$ cat config.mk
export PLATFORM = sky130hd
export DESIGN_NAME = jtframe_mist_frame_flat
export DESIGN_NICKNAME = d
export VERILOG_FILES = /design/src/rtl/jtframe_mist_pkg.sv /design/src/rtl/jtframe_mist_frame_if.sv /design/src/rtl/jtframe_sigma_delta.sv /design/src/rtl/jtframe_mist_frame.sv /design/src/flat_wrapper.sv
export SDC_FILE = /design/constraint.sdc
export NUM_CORES = 1
export LEC_CHECK = 0
export ABC_AREA = 0
export BUFFER_PORTS_ARGS = -buffer_cell sky130_fd_sc_hd__buf_2
export CORE_MARGIN = 4
export CORE_UTILIZATION = 42
export CTS_BUF_LIST = sky130_fd_sc_hd__clkbuf_8
export DETAILED_ROUTE_END_ITERATION = 6
export HOLD_SLACK_MARGIN = 0.06
export PLACE_DENSITY = 0.85
export SLEW_MARGIN = 20
export SYNTH_ARGS = -nofsm -noshare
export SYNTH_HDL_FRONTEND = slang
export SYNTH_SLANG_ARGS = --single-unit
$ cat constraint.sdc
create_clock -name clk_sys -period 2 [get_ports clk_sys]
set_input_delay 0.3 -clock clk_sys [delete_from_list [all_inputs] [get_ports clk_sys]]
set_output_delay 0.3 -clock clk_sys [all_outputs]
set_load 0.01 [all_outputs]
$ cat src/rtl/jtframe_mist_pkg.sv
// Shared constants for the MiST board-glue block: joystick/status bit positions,
// reset timing and the audio format helper.
package jtframe_mist_pkg;

    localparam int JOY_DIR_W  = 4;
    localparam int JOY_OUT_W  = 10;
    localparam int JOY_COIN   = 10;
    localparam int JOY_START  = 11;
    localparam int JOY_PAUSE  = 12;

    localparam int ST_FLIP    = 1;
    localparam int ST_FX_LO   = 6;
    localparam int ST_FX_HI   = 7;
    localparam int ST_PSG     = 8;
    localparam int ST_FM      = 9;
    localparam int ST_TEST    = 10;

    // OSD menu order differs from the game's fx level order, hence the XOR.
    localparam logic [1:0] FXLEVEL_XOR = 2'b10;

    localparam int RST_CYCLES = 16;

    localparam logic [JOY_OUT_W-1:0] JOY_IDLE = '1;

    function automatic logic [15:0] snd_to_unsigned(input logic [15:0] din, input logic is_signed);
        return is_signed ? {~din[15], din[14:0]} : din;
    endfunction

endpackage

$ cat src/rtl/jtframe_mist_frame_if.sv
// Bundle between the MiST IO controller side (master) and the board-glue block (slave).
interface jtframe_mist_frame_if;
    logic [31:0] status;
    logic        rst_req;
    logic        downloading;
    logic [31:0] joystick1;
    logic [31:0] joystick2;
    logic [15:0] snd_left;
    logic [15:0] snd_right;

    logic        rst;
    logic        game_rst;
    logic        game_rst_n;
    logic [9:0]  game_joystick1;
    logic [9:0]  game_joystick2;
    logic [9:0]  game_joystick3;
    logic [9:0]  game_joystick4;
    logic [3:0]  game_coin;
    logic [3:0]  game_start;
    logic        game_service;
    logic        dip_flip;
    logic        dip_test;
    logic        dip_pause;
    logic [1:0]  dip_fxlevel;
    logic        enable_fm;
    logic        enable_psg;
    logic        AUDIO_L;
    logic        AUDIO_R;
    logic        LED;

    modport master (
        output status, rst_req, downloading, joystick1, joystick2, snd_left, snd_right,
        input  rst, game_rst, game_rst_n,
        input  game_joystick1, game_joystick2, game_joystick3, game_joystick4,
        input  game_coin, game_start, game_service,
        input  dip_flip, dip_test, dip_pause, dip_fxlevel, enable_fm, enable_psg,
        input  AUDIO_L, AUDIO_R, LED
    );

    modport slave (
        input  status, rst_req, downloading, joystick1, joystick2, snd_left, snd_right,
        output rst, game_rst, game_rst_n,
        output game_joystick1, game_joystick2, game_joystick3, game_joystick4,
        output game_coin, game_start, game_service,
        output dip_flip, dip_test, dip_pause, dip_fxlevel, enable_fm, enable_psg,
        output AUDIO_L, AUDIO_R, LED
    );
endinterface

$ cat src/rtl/jtframe_sigma_delta.sv
// First-order sigma-delta DAC: the carry out of a 16-bit accumulator is the 1-bit stream.
module jtframe_sigma_delta
    import jtframe_mist_pkg::*;
#(
    parameter int SIGNED_SND = 1
) (
    input  logic        clk_sys,
    input  logic        rst_n,
    input  logic [15:0] din,
    output logic        dout
);
    logic [15:0] w_u;
    logic [16:0] r_acc;

    assign w_u = snd_to_unsigned(din, SIGNED_SND != 0);

    always_ff @(posedge clk_sys) begin
        if (!rst_n) begin
            r_acc <= '0;
        end else begin
            r_acc <= {1'b0, r_acc[15:0]} + {1'b0, w_u};
        end
    end

    assign dout = r_acc[16];

endmodule

$ cat src/rtl/jtframe_mist_frame.sv
// MiST board glue: reset sequencing, OSD decode, input mapping, pause, LED and audio DACs.
// Define JTFRAME_STEREO_EN to feed the right DAC from snd_right; otherwise both use snd_left.
module jtframe_mist_frame
    import jtframe_mist_pkg::*;
#(
    parameter int SIGNED_SND = 1,
    parameter int BUTTONS    = 2,
    parameter int GAME_RSTW  = 8
) (
    input  logic               clk_sys,
    input  logic               rst_n,
    jtframe_mist_frame_if.slave bus
);
    localparam int                   GAME_JOYW = BUTTONS + 4;
    localparam logic [GAME_RSTW-1:0] CNT_MAX   = '1;

    logic                 w_clear;
    logic                 w_clear_n;
    logic                 w_rst;
    logic [GAME_RSTW-1:0] r_cnt;

    // Any clear source restarts the whole sequence from zero.
    assign w_clear   = ~rst_n | bus.rst_req | bus.downloading;
    assign w_clear_n = ~w_clear;

    always_ff @(posedge clk_sys) begin
        if (w_clear) begin
            r_cnt <= '0;
        end else if (r_cnt != CNT_MAX) begin
            r_cnt <= r_cnt + 1'b1;
        end
    end

    assign w_rst          = r_cnt < GAME_RSTW'(RST_CYCLES);
    assign bus.rst        = w_rst;
    assign bus.game_rst   = r_cnt != CNT_MAX;
    assign bus.game_rst_n = r_cnt == CNT_MAX;

    logic       r_dip_flip;
    logic [1:0] r_dip_fxlevel;
    logic       r_enable_psg;
    logic       r_enable_fm;
    logic       r_dip_test;

    always_ff @(posedge clk_sys) begin
        if (w_clear) begin
            r_dip_flip    <= 1'b0;
            r_dip_fxlevel <= FXLEVEL_XOR;
            r_enable_psg  <= 1'b1;
            r_enable_fm   <= 1'b1;
            r_dip_test    <= 1'b1;
        end else begin
            r_dip_flip    <= bus.status[ST_FLIP];
            r_dip_fxlevel <= bus.status[ST_FX_HI:ST_FX_LO] ^ FXLEVEL_XOR;
            r_enable_psg  <= ~bus.status[ST_PSG];
            r_enable_fm   <= ~bus.status[ST_FM];
            r_dip_test    <= ~bus.status[ST_TEST];
        end
    end

    assign bus.dip_flip    = r_dip_flip;
    assign bus.dip_fxlevel = r_dip_fxlevel;
    assign bus.enable_psg  = r_enable_psg;
    assign bus.enable_fm   = r_enable_fm;
    assign bus.dip_test    = r_dip_test;

    logic [JOY_OUT_W-1:0] r_joy1;
    logic [JOY_OUT_W-1:0] r_joy2;

    generate
        for (genvar gi = 0; gi < JOY_OUT_W; gi++) begin : g_joy
            always_ff @(posedge clk_sys) begin
                if (w_clear) begin
                    r_joy1[gi] <= 1'b1;
                    r_joy2[gi] <= 1'b1;
                end else begin
                    r_joy1[gi] <= ~bus.joystick1[gi];
                    r_joy2[gi] <= ~bus.joystick2[gi];
                end
            end
        end
    endgenerate

    logic [1:0] r_coin;
    logic [1:0] r_start;

    always_ff @(posedge clk_sys) begin
        if (w_clear) begin
            r_coin  <= 2'b11;
            r_start <= 2'b11;
        end else begin
            r_coin  <= {~bus.joystick2[JOY_COIN],  ~bus.joystick1[JOY_COIN]};
            r_start <= {~bus.joystick2[JOY_START], ~bus.joystick1[JOY_START]};
        end
    end

    assign bus.game_joystick1 = r_joy1;
    assign bus.game_joystick2 = r_joy2;
    assign bus.game_joystick3 = JOY_IDLE;
    assign bus.game_joystick4 = JOY_IDLE;
    assign bus.game_coin      = {2'b11, r_coin};
    assign bus.game_start     = {2'b11, r_start};
    assign bus.game_service   = 1'b1;

    logic w_pause_btn;
    logic r_pause_prev;
    logic r_paused;

    assign w_pause_btn = bus.joystick1[JOY_PAUSE] | bus.joystick2[JOY_PAUSE];

    always_ff @(posedge clk_sys) begin
        r_pause_prev <= w_pause_btn;
        if (w_rst) begin
            r_paused <= 1'b0;
        end else if (w_pause_btn && !r_pause_prev) begin
            r_paused <= ~r_paused;
        end
    end

    assign bus.dip_pause = ~r_paused;

    logic r_led;

    always_ff @(posedge clk_sys) begin
        r_led <= bus.downloading;
    end

    assign bus.LED = r_led;

    logic [15:0] w_snd_r;

`ifdef JTFRAME_STEREO_EN
    assign w_snd_r = bus.snd_right;
`else
    assign w_snd_r = bus.snd_left;
`endif

    jtframe_sigma_delta #(.SIGNED_SND(SIGNED_SND)) u_dac_l (
        .clk_sys (clk_sys),
        .rst_n   (w_clear_n),
        .din     (bus.snd_left),
        .dout    (bus.AUDIO_L)
    );

    jtframe_sigma_delta #(.SIGNED_SND(SIGNED_SND)) u_dac_r (
        .clk_sys (clk_sys),
        .rst_n   (w_clear_n),
        .din     (w_snd_r),
        .dout    (bus.AUDIO_R)
    );

    logic [GAME_JOYW-1:0] w_unused_joyw;
    logic                 w_unused;

    assign w_unused_joyw = '0;
    assign w_unused = &{1'b0, w_unused_joyw, bus.status[31:11], bus.status[5:2], bus.status[0],
                        bus.joystick1[31:13], bus.joystick2[31:13]
`ifndef JTFRAME_STEREO_EN
                        , bus.snd_right
`endif
                       };

endmodule

$ cat src/flat_wrapper.sv
// flat-port wrapper written by rule: the top's interface ports become plain ports
module jtframe_mist_frame_flat import jtframe_mist_pkg::*;
#(
    parameter int SIGNED_SND = 1,
    parameter int BUTTONS    = 2,
    parameter int GAME_RSTW  = 8
)
  (clk_sys, rst_n, bus_status, bus_rst_req, bus_downloading, bus_joystick1, bus_joystick2, bus_snd_left, bus_snd_right, bus_rst, bus_game_rst, bus_game_rst_n, bus_game_joystick1, bus_game_joystick2, bus_game_joystick3, bus_game_joystick4, bus_game_coin, bus_game_start, bus_game_service, bus_dip_flip, bus_dip_test, bus_dip_pause, bus_dip_fxlevel, bus_enable_fm, bus_enable_psg, bus_AUDIO_L, bus_AUDIO_R, bus_LED);
  jtframe_mist_frame_if bus_i ();
  input  logic clk_sys;
  input  logic rst_n;
  input wire logic [$bits(bus_i.status)-1:0] bus_status;
  input wire logic [$bits(bus_i.rst_req)-1:0] bus_rst_req;
  input wire logic [$bits(bus_i.downloading)-1:0] bus_downloading;
  input wire logic [$bits(bus_i.joystick1)-1:0] bus_joystick1;
  input wire logic [$bits(bus_i.joystick2)-1:0] bus_joystick2;
  input wire logic [$bits(bus_i.snd_left)-1:0] bus_snd_left;
  input wire logic [$bits(bus_i.snd_right)-1:0] bus_snd_right;
  output wire logic [$bits(bus_i.rst)-1:0] bus_rst;
  output wire logic [$bits(bus_i.game_rst)-1:0] bus_game_rst;
  output wire logic [$bits(bus_i.game_rst_n)-1:0] bus_game_rst_n;
  output wire logic [$bits(bus_i.game_joystick1)-1:0] bus_game_joystick1;
  output wire logic [$bits(bus_i.game_joystick2)-1:0] bus_game_joystick2;
  output wire logic [$bits(bus_i.game_joystick3)-1:0] bus_game_joystick3;
  output wire logic [$bits(bus_i.game_joystick4)-1:0] bus_game_joystick4;
  output wire logic [$bits(bus_i.game_coin)-1:0] bus_game_coin;
  output wire logic [$bits(bus_i.game_start)-1:0] bus_game_start;
  output wire logic [$bits(bus_i.game_service)-1:0] bus_game_service;
  output wire logic [$bits(bus_i.dip_flip)-1:0] bus_dip_flip;
  output wire logic [$bits(bus_i.dip_test)-1:0] bus_dip_test;
  output wire logic [$bits(bus_i.dip_pause)-1:0] bus_dip_pause;
  output wire logic [$bits(bus_i.dip_fxlevel)-1:0] bus_dip_fxlevel;
  output wire logic [$bits(bus_i.enable_fm)-1:0] bus_enable_fm;
  output wire logic [$bits(bus_i.enable_psg)-1:0] bus_enable_psg;
  output wire logic [$bits(bus_i.AUDIO_L)-1:0] bus_AUDIO_L;
  output wire logic [$bits(bus_i.AUDIO_R)-1:0] bus_AUDIO_R;
  output wire logic [$bits(bus_i.LED)-1:0] bus_LED;
  assign bus_i.status = bus_status;
  assign bus_i.rst_req = bus_rst_req;
  assign bus_i.downloading = bus_downloading;
  assign bus_i.joystick1 = bus_joystick1;
  assign bus_i.joystick2 = bus_joystick2;
  assign bus_i.snd_left = bus_snd_left;
  assign bus_i.snd_right = bus_snd_right;
  assign bus_rst = bus_i.rst;
  assign bus_game_rst = bus_i.game_rst;
  assign bus_game_rst_n = bus_i.game_rst_n;
  assign bus_game_joystick1 = bus_i.game_joystick1;
  assign bus_game_joystick2 = bus_i.game_joystick2;
  assign bus_game_joystick3 = bus_i.game_joystick3;
  assign bus_game_joystick4 = bus_i.game_joystick4;
  assign bus_game_coin = bus_i.game_coin;
  assign bus_game_start = bus_i.game_start;
  assign bus_game_service = bus_i.game_service;
  assign bus_dip_flip = bus_i.dip_flip;
  assign bus_dip_test = bus_i.dip_test;
  assign bus_dip_pause = bus_i.dip_pause;
  assign bus_dip_fxlevel = bus_i.dip_fxlevel;
  assign bus_enable_fm = bus_i.enable_fm;
  assign bus_enable_psg = bus_i.enable_psg;
  assign bus_AUDIO_L = bus_i.AUDIO_L;
  assign bus_AUDIO_R = bus_i.AUDIO_R;
  assign bus_LED = bus_i.LED;
  jtframe_mist_frame #(.SIGNED_SND(SIGNED_SND), .BUTTONS(BUTTONS), .GAME_RSTW(GAME_RSTW)) u_core (.clk_sys(clk_sys), .rst_n(rst_n), .bus(bus_i));
endmodule
==> results_dict.tcl <==
set metrics [dict create \
    outcome "finished, violations left" \
    violations_in_the_final_reports "negative setup slack" \
    grt.overflow.total 0 \
    fin_crit_sh_pct 101.2 \
    drt-vias-per-instance 5.133 \
    fp.coreArea_um2 8721 \
    core.rowCount 34 \
    slew_viol_final 0 \
    synth_largest_type_area_fraction_pct 40.07 \
    maximum_number_of_pins_on_one_net_before_global_route_repair 48 \
    cts.hold.buffers_added 0 \
    seqCellArea_um2 1506 \
    clock_tree_from_tritoncts "built" \
    synth_edf_count 0 \
    syn-cell-area_um2 3747 \
    max_cap_violations 0 \
    critical_path.endpoint_type "flop" \
    instances_no_fill 637 \
    drtIter0Drc 173 \
    fmaxAchievable_ghz 0.4939 \
    place.detailed.instances 616 \
    category_of_the_worst_setup_path_launch_point "flop" \
    fin_crit_ns 2.025 \
    drt_pass1_iterations 4 \
    worst_setup_path_startpoint "u_core.u_dac_r.r_acc[0]$_SDFF_PP0_" \
    total_clock_buffers_created_by_cts 9 \
    timing_hold_violations_final 0 \
    pin_count 194 \
    placement.io_buffers 88 \
    grt_setup_unrepaired "yes" \
    synthTopCellsByCount "75 x sky130_fd_sc_hd__dfxtp_1, 46 x sky130_fd_sc_hd__nand2_1, 39 x sky130_fd_sc_hd__nor2_1" \
    preCtsSetupSlack_ns -0.2547 \
    htreeDepth 3 \
    route.final.wire_length_um 8638 \
    crit_type "reg -> reg" \
    design.die.area_um2 10500 \
    tns_ns -0.05756 \
    power_leakage_nw 2.051 \
    layout-area-overhead-vs-synth_pct 27.78 \
    syn_inst 411 \
    floorplan.die.width_um 102.5 \
    route.vias.total 3270 \
    avgSynthCellArea_um2 9.118 \
    cp.required_ns 2.29 \
    antennaDiodeCount 0 \
    yosysWarnings 0 \
    post_drt_wl_per_cell_um 13.56 \
    clock_latency_late_sink_ns 0.35 \
    powerDensity_nw_per_um2 690.9 \
    min-delay-path-class "in -> reg" \
    cts_root_buf "sky130_fd_sc_hd__clkbuf_8" \
    timing.final.ws_setup_ns -0.02484 \
    final_net_count 691 \
    number_of_storage_elements_in_the_synthesis_netlist 75 \
    route.detailed.drc 0 \
    asyncSetResetFlopFracSynth_pct 0 \
    grt_usage_pct 16.13 \
    layout.filler_cells 746 \
    yosys.area.top_type "sky130_fd_sc_hd__dfxtp_1" \
    post_route_antenna_net_violation_count 0 \
    path_max_fanout 3 \
    post-synth-top-count-cell "sky130_fd_sc_hd__dfxtp_1" \
    top_area_cells_in_the_synthesized_netlist "sky130_fd_sc_hd__dfxtp_1 40%, sky130_fd_sc_hd__ha_1 11%, sky130_fd_sc_hd__buf_4 5.2%, sky130_fd_sc_hd__nand2_1 4.6%, sky130_fd_sc_hd__nor2_1 3.9%" \
    cts_sinks 75 \
    grt_pass1_wl_um 13630 \
    gp_routability_congestion 0.9095 \
    grt_pass1_vias 3092 \
    arrival_ns 2.31 \
    fraction_of_layout_cells_with_a_size_suffix_above_1_pct 33.65 \
    ys.flop_type "sky130_fd_sc_hd__dfxtp_1" \
    hold_path_start "bus_downloading" \
    synth-seq-area-share_pct 40.07 \
    dp_hpwl_um 6301 \
    post_synth_num_cell_types 60 \
    totalPowerFinal_mw 3.309 \
    setup-violations-final 4 \
    floorplan.initialDensity_pct 42.97 \
    die_y_um 102.5 \
    crit-reg2reg-launch "u_core.u_dac_r.r_acc[0]$_SDFF_PP0_" \
    fin_skew_ns 0.01086 \
    clk_pin_slew_worst_paths_ns 0.08 \
    multi_input_comb_area_um2 2240 \
    ir_worst_vdd_uv 436.4 \
    clk_path_buf_depth 2 \
    finalHoldWorstSlack_ns 0.08310 \
    antenna_found_initial 1 \
]
## layout by cell type (no fill, tap or decap), drive strengths merged, types with 3 or more instances in the layout
| cell | synthesis | layout |
|---|---|---|
| buf | 33 | 116 |
| dfxtp | 75 | 75 |
| nand2 | 47 | 47 |
| nor2 | 39 | 39 |
| ha | 33 | 33 |
| conb | 1 | 25 |
| a21oi | 25 | 25 |
| o21ai | 16 | 16 |
| xor2 | 12 | 12 |
| xnor2 | 12 | 12 |
| nand3 | 12 | 12 |
| inv | 8 | 12 |
| clkbuf | 5 | 9 |
| and2 | 9 | 9 |
| a21o | 7 | 7 |
| nor3 | 7 | 7 |
| a31oi | 6 | 6 |
| o21a | 6 | 6 |
| a211oi | 6 | 6 |
| nand4 | 5 | 5 |
| mux2i | 4 | 4 |
| o21bai | 4 | 4 |
| or2 | 4 | 4 |
| o22ai | 3 | 3 |
| nor2b | 3 | 3 |
| and3 | 3 | 3 |
| nor4 | 3 | 3 |
| nor3b | 3 | 3 |
## area by class of cell
class	instances	share of cell area, %
clock buffer	9	2.587
clock inverter	7	1.725
inverter	8	0.6271
multi-input combinational	314	46.77
sequential	75	31.46
tap	108	2.822
timing repair buffer	116	14.01
## metrics by stage
step | cell area, µm² | utilization [%]
CTS | 4632 | 53.11
detailed placement | 4348 | 49.86
floorplan | 3841 | -
global placement | 4348 | 49.86
global route | 4788 | 54.91
finish | 4788 | 54.91
## kinds of logic after synthesis
logic type      Yosys count  synth area share [%]
compound gates           82                 14.59
fa+ha+maj                35                 12.09
simple gates            144                 18.77
flops                    75                 40.07
buf+inv                  46                 7.713
other cells               1                0.1001
mux                       4                 1.068
xor+xnor                 24                 5.609
## flip-flops by register name, summed over array words and instances (netlist names)
name                       count
u_core.bus.game_joystick1     10
u_core.bus.game_joystick2     10
u_core.bus.enable_fm           1
u_core.bus.dip_fxlevel         2
u_core.bus.LED                 1
u_core.r_pause_prev            1
u_core.r_cnt                   8
u_core.bus.dip_test            1
u_core.r_paused                1
u_core.bus.enable_psg          1
u_core.u_dac_l.r_acc          17
u_core.bus.dip_flip            1
u_core.u_dac_r.r_acc          17
u_core.r_coin                  2
u_core.r_start                 2
## per-layer routing
| metal | part of all wire [%] | routed length, µm | vias up | track usage [%] |
|---|---|---|---|---|
| met2 | 51 | 4369 | 112 | 28.40 |
| li1 | - | - | 1604 | - |
| met4 | 1.9 | 163 | 2 | 6.458 |
| met3 | 7.0 | 608 | 12 | 4.300 |
| met1 | 40 | 3490 | 1540 | 18.46 |
| met5 | 0.081 | 7 | - | 0 |
## path summary, 6_finish.rpt
path | end | slack [ns] | cells after the start
max reg2reg | u_core.u_dac_r.r_acc[14]$_SDFF_PP0_ | -0.02 | 8
max | u_core.u_dac_r.r_acc[14]$_SDFF_PP0_ | -0.02 | 8
min reg2reg | u_core.r_cnt[2]$_SDFFE_PP0N_ | 0.52 | 1
min | u_core.bus.LED$_DFF_P_ | 0.08 | 1
## worst max-delay path, cell delays in order (launching register included)
cell,delay [ns]
sky130_fd_sc_hd__dfxtp_2,0.33
sky130_fd_sc_hd__ha_4,0.16
sky130_fd_sc_hd__fa_2,0.36
sky130_fd_sc_hd__a211oi_4,0.26
sky130_fd_sc_hd__nor4_2,0.06
sky130_fd_sc_hd__nor2_1,0.21
sky130_fd_sc_hd__a21oi_2,0.09
sky130_fd_sc_hd__a211oi_2,0.28
sky130_fd_sc_hd__mux2i_1,0.20
## power breakdown
group | switching (mW) | internal (mW)
clock network | 0.620 | 0.598
logic | 0.294 | 0.246
registers | 0.0158 | 1.54
total | 0.929 | 2.38
## timing repair
action,in CTS,in global routing
resized for setup,12,27
pin swaps,11,19
cloned,0,0
endpoints found under the setup margin,11,15
setup buffers,4,2
(Power assumes the default switching activity.)
